$ cat config.mk
export PLATFORM = sky130hd
export DESIGN_NAME = sum_accumulator_flat
export DESIGN_NICKNAME = d
export VERILOG_FILES = /design/src/rtl/sum_accumulator_pkg.sv /design/src/rtl/sum_accumulator_if.sv /design/src/rtl/sum_accumulator_acc_add.sv /design/src/rtl/sum_accumulator.sv /design/src/flat_wrapper.sv
export SDC_FILE = /design/constraint.sdc
export NUM_CORES = 1
export LEC_CHECK = 0
export CORE_MARGIN = 3
export CORE_UTILIZATION = 50
export DETAILED_ROUTE_END_ITERATION = 8
export PLACE_DENSITY = 0.74
export SLEW_MARGIN = 0
export SYNTH_ARGS = -nofsm -noshare
export SYNTH_HDL_FRONTEND = slang
export SYNTH_SLANG_ARGS = --single-unit
$ cat constraint.sdc
create_clock -name clk -period 7.92 [get_ports clk]
set_clock_uncertainty 0.2 [all_clocks]
set_input_delay 1.584 -clock clk [delete_from_list [all_inputs] [get_ports clk]]
set_output_delay 1.584 -clock clk [all_outputs]
set_load 0.01 [all_outputs]
$ cat src/rtl/sum_accumulator_pkg.sv
// Shared definitions for the adder-result block accumulator: state encoding,
// the adder data width and the default block geometry.
package sum_acc_pkg;

  localparam int DATA_W        = 8;
  localparam int DEFAULT_N     = 16;
  localparam int DEFAULT_ACC_W = 16;

  typedef enum logic {
    ST_ACCUM = 1'b0,
    ST_HOLD  = 1'b1
  } state_t;

endpackage

$ cat src/rtl/sum_accumulator_if.sv
// Stream interface of sum_accumulator: 8-bit sample input with flush, and a
// block-result output (sum + sample count), both valid/ready.
interface sum_accumulator_if #(
  parameter int N     = sum_acc_pkg::DEFAULT_N,
  parameter int ACC_W = sum_acc_pkg::DEFAULT_ACC_W
);

  localparam int CNT_W = $clog2(N + 1);

  logic                          in_valid;
  logic                          in_ready;
  logic [sum_acc_pkg::DATA_W-1:0] in_data;
  logic                          flush;
  logic                          out_valid;
  logic                          out_ready;
  logic [ACC_W-1:0]              out_sum;
  logic [CNT_W-1:0]              out_count;

  modport master (
    output in_valid, in_data, flush, out_ready,
    input  in_ready, out_valid, out_sum, out_count
  );

  modport slave (
    input  in_valid, in_data, flush, out_ready,
    output in_ready, out_valid, out_sum, out_count
  );

endinterface

$ cat src/rtl/sum_accumulator_acc_add.sv
// ACC_W + 8 -> ACC_W unsigned adder; wraps by default, saturates to all-ones
// when SUM_ACCUMULATOR_SAT_EN is defined.
module acc_add
  import sum_acc_pkg::*;
#(
  parameter int ACC_W = DEFAULT_ACC_W
) (
  input  logic [ACC_W-1:0]  a,
  input  logic [DATA_W-1:0] b,
  output logic [ACC_W-1:0]  sum
);

  logic [ACC_W:0] wide;

  assign wide = {1'b0, a} + {{(ACC_W + 1 - DATA_W){1'b0}}, b};

`ifdef SUM_ACCUMULATOR_SAT_EN
  // An all-ones accumulator plus any sample carries out, so saturation sticks.
  assign sum = wide[ACC_W] ? {ACC_W{1'b1}} : wide[ACC_W-1:0];
`else
  logic unused_carry;
  assign unused_carry = wide[ACC_W];
  assign sum          = wide[ACC_W-1:0];
`endif

endmodule

$ cat src/rtl/sum_accumulator.sv
// Sums blocks of N adder results and hands out (sum, count) per block.
// Build option: SUM_ACCUMULATOR_SAT_EN selects saturating instead of wrapping sums.
module sum_accumulator
  import sum_acc_pkg::*;
#(
  parameter int N     = DEFAULT_N,
  parameter int ACC_W = DEFAULT_ACC_W
) (
  input logic             clk,
  input logic             rst,
  sum_accumulator_if.slave bus
);

  localparam int CNT_W = $clog2(N + 1);
  localparam logic [CNT_W-1:0] LAST_CNT = CNT_W'(N - 1);

  state_t           state_reg, state_next;
  logic [ACC_W-1:0] acc_reg, acc_next;
  logic [CNT_W-1:0] cnt_reg, cnt_next;
  logic             out_valid_reg, out_valid_next;
  logic [ACC_W-1:0] out_sum_reg, out_sum_next;
  logic [CNT_W-1:0] out_count_reg, out_count_next;

  logic              accepting;
  logic              accept;
  logic              close;
  logic [DATA_W-1:0] add_b;
  logic [ACC_W-1:0]  add_sum;

  assign accepting = (state_reg == ST_ACCUM);
  assign accept    = bus.in_valid && accepting;
  // A flush only closes a block that will hold at least one sample.
  assign close     = accepting &&
                     ((accept && (cnt_reg == LAST_CNT)) ||
                      (bus.flush && ((cnt_reg != '0) || accept)));

  // The same adder feeds both the running sum and the closing block sum.
  assign add_b = accept ? bus.in_data : '0;

  acc_add #(
    .ACC_W (ACC_W)
  ) u_acc_add (
    .a   (acc_reg),
    .b   (add_b),
    .sum (add_sum)
  );

  always_comb begin
    state_next     = state_reg;
    acc_next       = acc_reg;
    cnt_next       = cnt_reg;
    out_valid_next = out_valid_reg;
    out_sum_next   = out_sum_reg;
    out_count_next = out_count_reg;

    case (state_reg)
      ST_ACCUM: begin
        if (accept) begin
          acc_next = add_sum;
          cnt_next = cnt_reg + CNT_W'(1);
        end
        if (close) begin
          out_sum_next   = add_sum;
          out_count_next = cnt_reg + (accept ? CNT_W'(1) : CNT_W'(0));
          out_valid_next = 1'b1;
          state_next     = ST_HOLD;
        end
      end
      ST_HOLD: begin
        if (bus.out_ready) begin
          out_valid_next = 1'b0;
          acc_next       = '0;
          cnt_next       = '0;
          state_next     = ST_ACCUM;
        end
      end
      default: begin
        state_next = ST_ACCUM;
      end
    endcase
  end

  always_ff @(posedge clk) begin
    if (rst) begin
      state_reg     <= ST_ACCUM;
      acc_reg       <= '0;
      cnt_reg       <= '0;
      out_valid_reg <= 1'b0;
      out_sum_reg   <= '0;
      out_count_reg <= '0;
    end else begin
      state_reg     <= state_next;
      acc_reg       <= acc_next;
      cnt_reg       <= cnt_next;
      out_valid_reg <= out_valid_next;
      out_sum_reg   <= out_sum_next;
      out_count_reg <= out_count_next;
    end
  end

  assign bus.in_ready  = accepting;
  assign bus.out_valid = out_valid_reg;
  assign bus.out_sum   = out_sum_reg;
  assign bus.out_count = out_count_reg;

endmodule

$ cat src/flat_wrapper.sv
// flat-port wrapper written by rule: the top's interface ports become plain ports
module sum_accumulator_flat import sum_acc_pkg::*;
#(
  parameter int N     = DEFAULT_N,
  parameter int ACC_W = DEFAULT_ACC_W
)
  (clk, rst, bus_in_valid, bus_in_data, bus_flush, bus_out_ready, bus_in_ready, bus_out_valid, bus_out_sum, bus_out_count);
  sum_accumulator_if #(.N(N), .ACC_W(ACC_W)) bus_i ();
  input logic clk;
  input logic rst;
  input wire logic [$bits(bus_i.in_valid)-1:0] bus_in_valid;
  input wire logic [$bits(bus_i.in_data)-1:0] bus_in_data;
  input wire logic [$bits(bus_i.flush)-1:0] bus_flush;
  input wire logic [$bits(bus_i.out_ready)-1:0] bus_out_ready;
  output wire logic [$bits(bus_i.in_ready)-1:0] bus_in_ready;
  output wire logic [$bits(bus_i.out_valid)-1:0] bus_out_valid;
  output wire logic [$bits(bus_i.out_sum)-1:0] bus_out_sum;
  output wire logic [$bits(bus_i.out_count)-1:0] bus_out_count;
  assign bus_i.in_valid = bus_in_valid;
  assign bus_i.in_data = bus_in_data;
  assign bus_i.flush = bus_flush;
  assign bus_i.out_ready = bus_out_ready;
  assign bus_in_ready = bus_i.in_ready;
  assign bus_out_valid = bus_i.out_valid;
  assign bus_out_sum = bus_i.out_sum;
  assign bus_out_count = bus_i.out_count;
  sum_accumulator #(.N(N), .ACC_W(ACC_W)) u_core (.clk(clk), .rst(rst), .bus(bus_i));
endmodule
==> impl_metrics.ini, run 1 <==
[placement]
placed_cells = 399
hpwlAfterDp_um = 4129
dpl_cell_area_um2 = 2985
routabilityCongestion = 0.8822
portBuffers = 35

[clocking]
post_cts_buffers = 0
clk_path_buf_depth = 2
cts.sinks = 44
cts_tree = done
clock_latency_ps = 290
ctsHoldBuffers = 0
clockRootBuffer = clkbuf_8
htreeDepth = 2
ctsResizeCount = 0
path_clk_slew_ps = 80
numCtsBuffers = 5

[route]
vias = 2358
via_per_inst = 5.808
drt_iter0_drc = 172
route.antenna.remaining_nets = 0
drt_wl_total_um = 5938
wl_per_cell_um = 14.63
drt_pre_antenna_iters = 4
drc = 0

[floorplanning]
rows = 25
die_area_um2 = 6164
core-area_um2 = 4911
die_h_um = 78.51
die_x_um = 78.51
ios = 36
start_util_pct = 53.53

[yosys]
ys_seq_area_share_pct = 33.51
synth_edf_count = 0
async_flop_share_pct = 0
netlist-cell-type-count = 51
yosys-top-cells-area = dfxtp_1 (34%), ha_1 (6.2%), o211ai_1 (6.0%)
yosysMostFrequentCell = dfxtp_1
syn_avg_cell_area_um2 = 8.345
yosys_warnings = 0
synth_ff_type = dfxtp_1
synth_top_cell_area_share_pct = 33.51
synth_fp_nets = 342
synth_seq_cells = 44
yosys.area.top_type = dfxtp_1
syn_inst = 315
yosys-top-cells-count = dfxtp_1 (44), nor2_1 (30), nand2_1 (25)
syn-cell-area_um2 = 2629

[power_and_ir_drop]
leakagePower_nw = 1.089
cellPowerDensity_nw_per_um2 = 161.2
p_total_mw = 0.4967
vdd_ir_drop_max_uv = 96.10

[timing]
worst_slew_pin_slew_ps = 1029
timing.fmax_ghz = 0.2020
finalCriticalPeriod_ps = 4949
drv_slew = 0
finalHoldViolCount = 0
setup-tns-final_ps = 0
rsz0062_at_grt = no
layout_worst_path_cycle_share_pct = 62.49
setup_viol = 0
holdWs_ps = 267.3
slew-limit-headroom_pct = 31.40

[cells_and_area]
final_net_count = 366
fillers = 450
diodes = 0
final_area_um2 = 3082
fin_cells = 406
area_delta_synth_final_pct = 17.23
drive_gt1_share_pct = 6.785

[setup_path]
cpPeakStageDelay_ps = 540
slowest_stage = nand2b_1
end_kind = flip-flop
timing_worst_setup_path_type = input port to flip-flop
critPathArrivalTime_ps = 4970
cp.required_ps = 7940
path_buf_inv = 2
worst-path-max-fanout = 26
cp-start-kind = input port
crit_family = simple AND/OR/NAND/NOR gates
cp_cell_sequence = clkdlybuf4s50_1, nand2b_1, inv_2, and2_1, ha_1, fa_1, a211oi_1, o211ai_1, and2_1, o211ai_1

[global_routing]
grt_pass1_wl_um = 10490
grt_max_degree = 46
grt_pass1_vias = 2261
grt_usage_pct = 20.67
grt-ovfl-total = 0
grt_antenna_before_repair = 0

[run]
drv_cap = 0

[outcome]
outcome = finished, final reports clean

[hold_path]
min-delay-path-class = flip-flop to flip-flop
cell type report:
type | count | area [µm²] | share of cell area [%]
timing repair buffer | 37 | 365.4 | 11.86
sequential | 44 | 880.8 | 28.58
clock buffer | 7 | 96.34 | 3.126
multi-input combinational | 242 | 1622 | 52.62
tap | 67 | 83.83 | 2.720
inverter | 9 | 33.78 | 1.096
placed cells by master, fill, tap and decap left out, types with 3 or more instances in the layout:
cell             netlist  final
o21ai_0               17     17
clkbuf_8               0      7
nand2_1               25     25
dfxtp_1               44     44
o211ai_1              21     21
nand4_1                5      5
and2_1                10     10
o22ai_1                4      4
or3_1                  3      3
a21o_1                 3      3
nand3_1               14     14
xnor2_1                4      4
ha_1                  13     13
nor3_1                 5      5
a21oi_1               13     13
nor2b_1                9      9
nor2_1                30     30
clkdlybuf4s50_1        0     35
a211oi_1               8      8
xor2_1                 4      4
inv_1                  8      8
mux2i_1                6      6
o21a_1                 3      3
a22oi_1                4      4
nand2b_1               5      5
stage by stage:
step                util (%)  setup WS (ps)
finish                 62.75           2971
global route           62.75           2720
CTS                    62.75           3010
detailed placement     60.79           2721
global placement       60.79           2775
floorplan                  -           3916
path summary, 6_finish.rpt:
kind	from	endpoint	slack (ps)	cells after the start
max	bus_in_valid	u_core.acc_reg[14]$_SDFFE_PP0P_	2970	10
min	u_core.bus.out_valid$_SDFFE_PP0P_	u_core.bus.out_valid$_SDFFE_PP0P_	270	1
max reg2reg	u_core.state_reg$_SDFF_PP0_	u_core.acc_reg[14]$_SDFFE_PP0P_	4130	9
min reg2reg	u_core.bus.out_valid$_SDFFE_PP0P_	u_core.bus.out_valid$_SDFFE_PP0P_	270	1
power breakdown:
group	total, mW	switching (mW)	internal [mW]	leakage, nW
clock	0.152	0.0745	0.0778	0.0503
combinational	0.104	0.0596	0.0442	0.681
sequential	0.241	0.00792	0.233	0.357
total	0.497	0.142	0.355	1.09
layer usage:
layer | GRT usage (%) | wire, µm | vias up
met4 | 6.294 | 87 | 0
li1 | - | - | 1201
met5 | 0 | 0 | -
met3 | 3.670 | 224 | 9
met2 | 34.72 | 2737 | 53
met1 | 26.87 | 2888 | 1095
cells by family after synthesis:
| family | after synthesis | synth area share (%) |
|---|---|---|
| simple gates | 120 | 23.27 |
| mux | 8 | 3.141 |
| buf+inv | 29 | 4.807 |
| compound gates | 92 | 25.65 |
| flops | 44 | 33.51 |
| xor+xnor | 8 | 2.665 |
| fa+ha+maj | 14 | 6.949 |
(Power assumes the default switching activity.)
==> inputs of run 2 (changes only) <==
==> constraint.sdc (replaced) <==
create_clock -name clk -period 4.6 [get_ports clk]
set_clock_uncertainty 0.2 [all_clocks]
set_input_delay 0.92 -clock clk [delete_from_list [all_inputs] [get_ports clk]]
set_output_delay 0.92 -clock clk [all_outputs]
set_load 0.01 [all_outputs]
==> impl_metrics.ini, run 2 (synthesis gave the netlist of run 1 again) <==
[cells_and_area]
area_delta_synth_final_pct = 17.85
final_common_cell = dfxtp_1
layout_common_cells = dfxtp_1 (44), clkdlybuf4s50_1 (35), nor2_1 (30), nand2_1 (25), o211ai_1 (21)
fin_cells = 410
drive_gt1_share_pct = 7.289
fillers = 465
diodes = 0
final_net_count = 369

[floorplanning]
ios = 36
die_h_um = 78.51
die_x_um = 78.51
core-area_um2 = 4911
start_util_pct = 53.53
rows = 25
die_area_um2 = 6164

[timing]
setup_viol = 0
finalCriticalPeriod_ps = 3455
drv_slew = 0
layout_worst_path_cycle_share_pct = 75.10
slew-limit-headroom_pct = 28.62
rsz0062_at_grt = no
worst_slew_pin_slew_ps = 1071
timing.fmax_ghz = 0.2895
setup-tns-final_ps = 0
finalHoldViolCount = 0

[route]
drt_pre_antenna_iters = 4
wl_per_cell_um = 14.53
route.antenna.remaining_nets = 0
drt_iter0_drc = 208
drc = 0
vias = 2387
via_per_inst = 5.822
drt_wl_total_um = 5957

[global_routing]
grt-ovfl-total = 0
grt_pass1_wl_um = 10080
grt_max_degree = 45
grt_pass1_vias = 2238
grt_usage_pct = 20.34
grt_antenna_before_repair = 0

[power_and_ir_drop]
leakagePower_nw = 1.098
vdd_ir_drop_max_uv = 148.4
cellPowerDensity_nw_per_um2 = 274.9
p_total_mw = 0.8515

[setup_path]
cp.required_ps = 4630
worst-path-max-fanout = 13
slowest_stage = clkdlybuf4s50_1
cp_cell_sequence = clkdlybuf4s50_1, nand2b_1, inv_2, and2_1, ha_1, fa_1, a211oi_1, o211ai_1, and2_1, o211ai_1
end_kind = flip-flop
critPathArrivalTime_ps = 3480
cpPeakStageDelay_ps = 430
cp-start-kind = input port
timing_worst_setup_path_type = input port to flip-flop

[placement]
portBuffers = 35
placed_cells = 402
routabilityCongestion = 0.8508
hpwlAfterDp_um = 4175

[clocking]
clock_latency_ps = 300
clockRootBuffer = clkbuf_8
numCtsBuffers = 5
cts.sinks = 44
ctsHoldBuffers = 0
ctsResizeCount = 0
path_clk_slew_ps = 80
post_cts_buffers = 0
cts_tree = done
htreeDepth = 2
clk_path_buf_depth = 2

[run]
drv_cap = 0

[outcome]
outcome = finished, final reports clean

[hold_path]
min-delay-path-class = flip-flop to flip-flop
## run 2: cell types whose count changed in the layout (fill, tap and decap cells not counted), sizes merged
cell | before | now
clkbuf | 7 | 8
buf | 2 | 5
## run 2: worst max-delay path, delay by kind of cell
family          cells  cell delay (ps)
compound gates      3              830
fa+ha+maj           2              650
buf+inv             2              550
simple gates        3              530
## run 2: layout make-up
class | count | area, µm² | area share (%)
clock buffers | 8 | 90.09 | 2.908
inverters | 9 | 33.78 | 1.090
multi-input cells | 242 | 1622 | 52.34
flip-flops and latches | 44 | 880.8 | 28.43
well taps | 67 | 83.83 | 2.706
repair buffers | 40 | 387.9 | 12.52
## run 2: routing by layer
metal	global-route usage (%)	wire [µm]	vias to the layer above	share of wire (%)
met1	25.41	2816	1108	47
met4	8.566	109	0	1.8
met5	0	0	-	0
li1	-	-	1211	-
met2	34.13	2725	59	46
met3	3.784	306	9	5.1
## run 2: final timing paths
kind | slack, ps | end | from | cells after the start
max | 1150 | u_core.bus.out_sum[14]$_SDFFE_PP0P_ | bus_in_valid | 10
max reg2reg | 1650 | u_core.bus.out_sum[14]$_SDFFE_PP0P_ | u_core.state_reg$_SDFF_PP0_ | 9
min | 270 | u_core.bus.out_valid$_SDFFE_PP0P_ | u_core.bus.out_valid$_SDFFE_PP0P_ | 1
min reg2reg | 270 | u_core.bus.out_valid$_SDFFE_PP0P_ | u_core.bus.out_valid$_SDFFE_PP0P_ | 1
## run 2: where the power goes
group          switching [mW]  leakage, nW  internal (mW)
clock                   0.132       0.0455          0.123
combinational           0.103        0.696         0.0793
sequential             0.0135        0.357          0.400
total                   0.249         1.10          0.603
## run 2: through the flow
stage	setup slack [ps]	hold WS, ps	utilization, %	cell area (µm²)
6_report	1145	273.5	63.08	3098
5_1_grt	976.1	301.1	63.08	3098
4_1_cts	1150	278.3	63.08	3098
3_5_place_dp	850.8	259.3	61.25	3008
3_3_place_gp	918.5	249.7	61.25	3008
2_1_floorplan	1260	250.8	-	2629
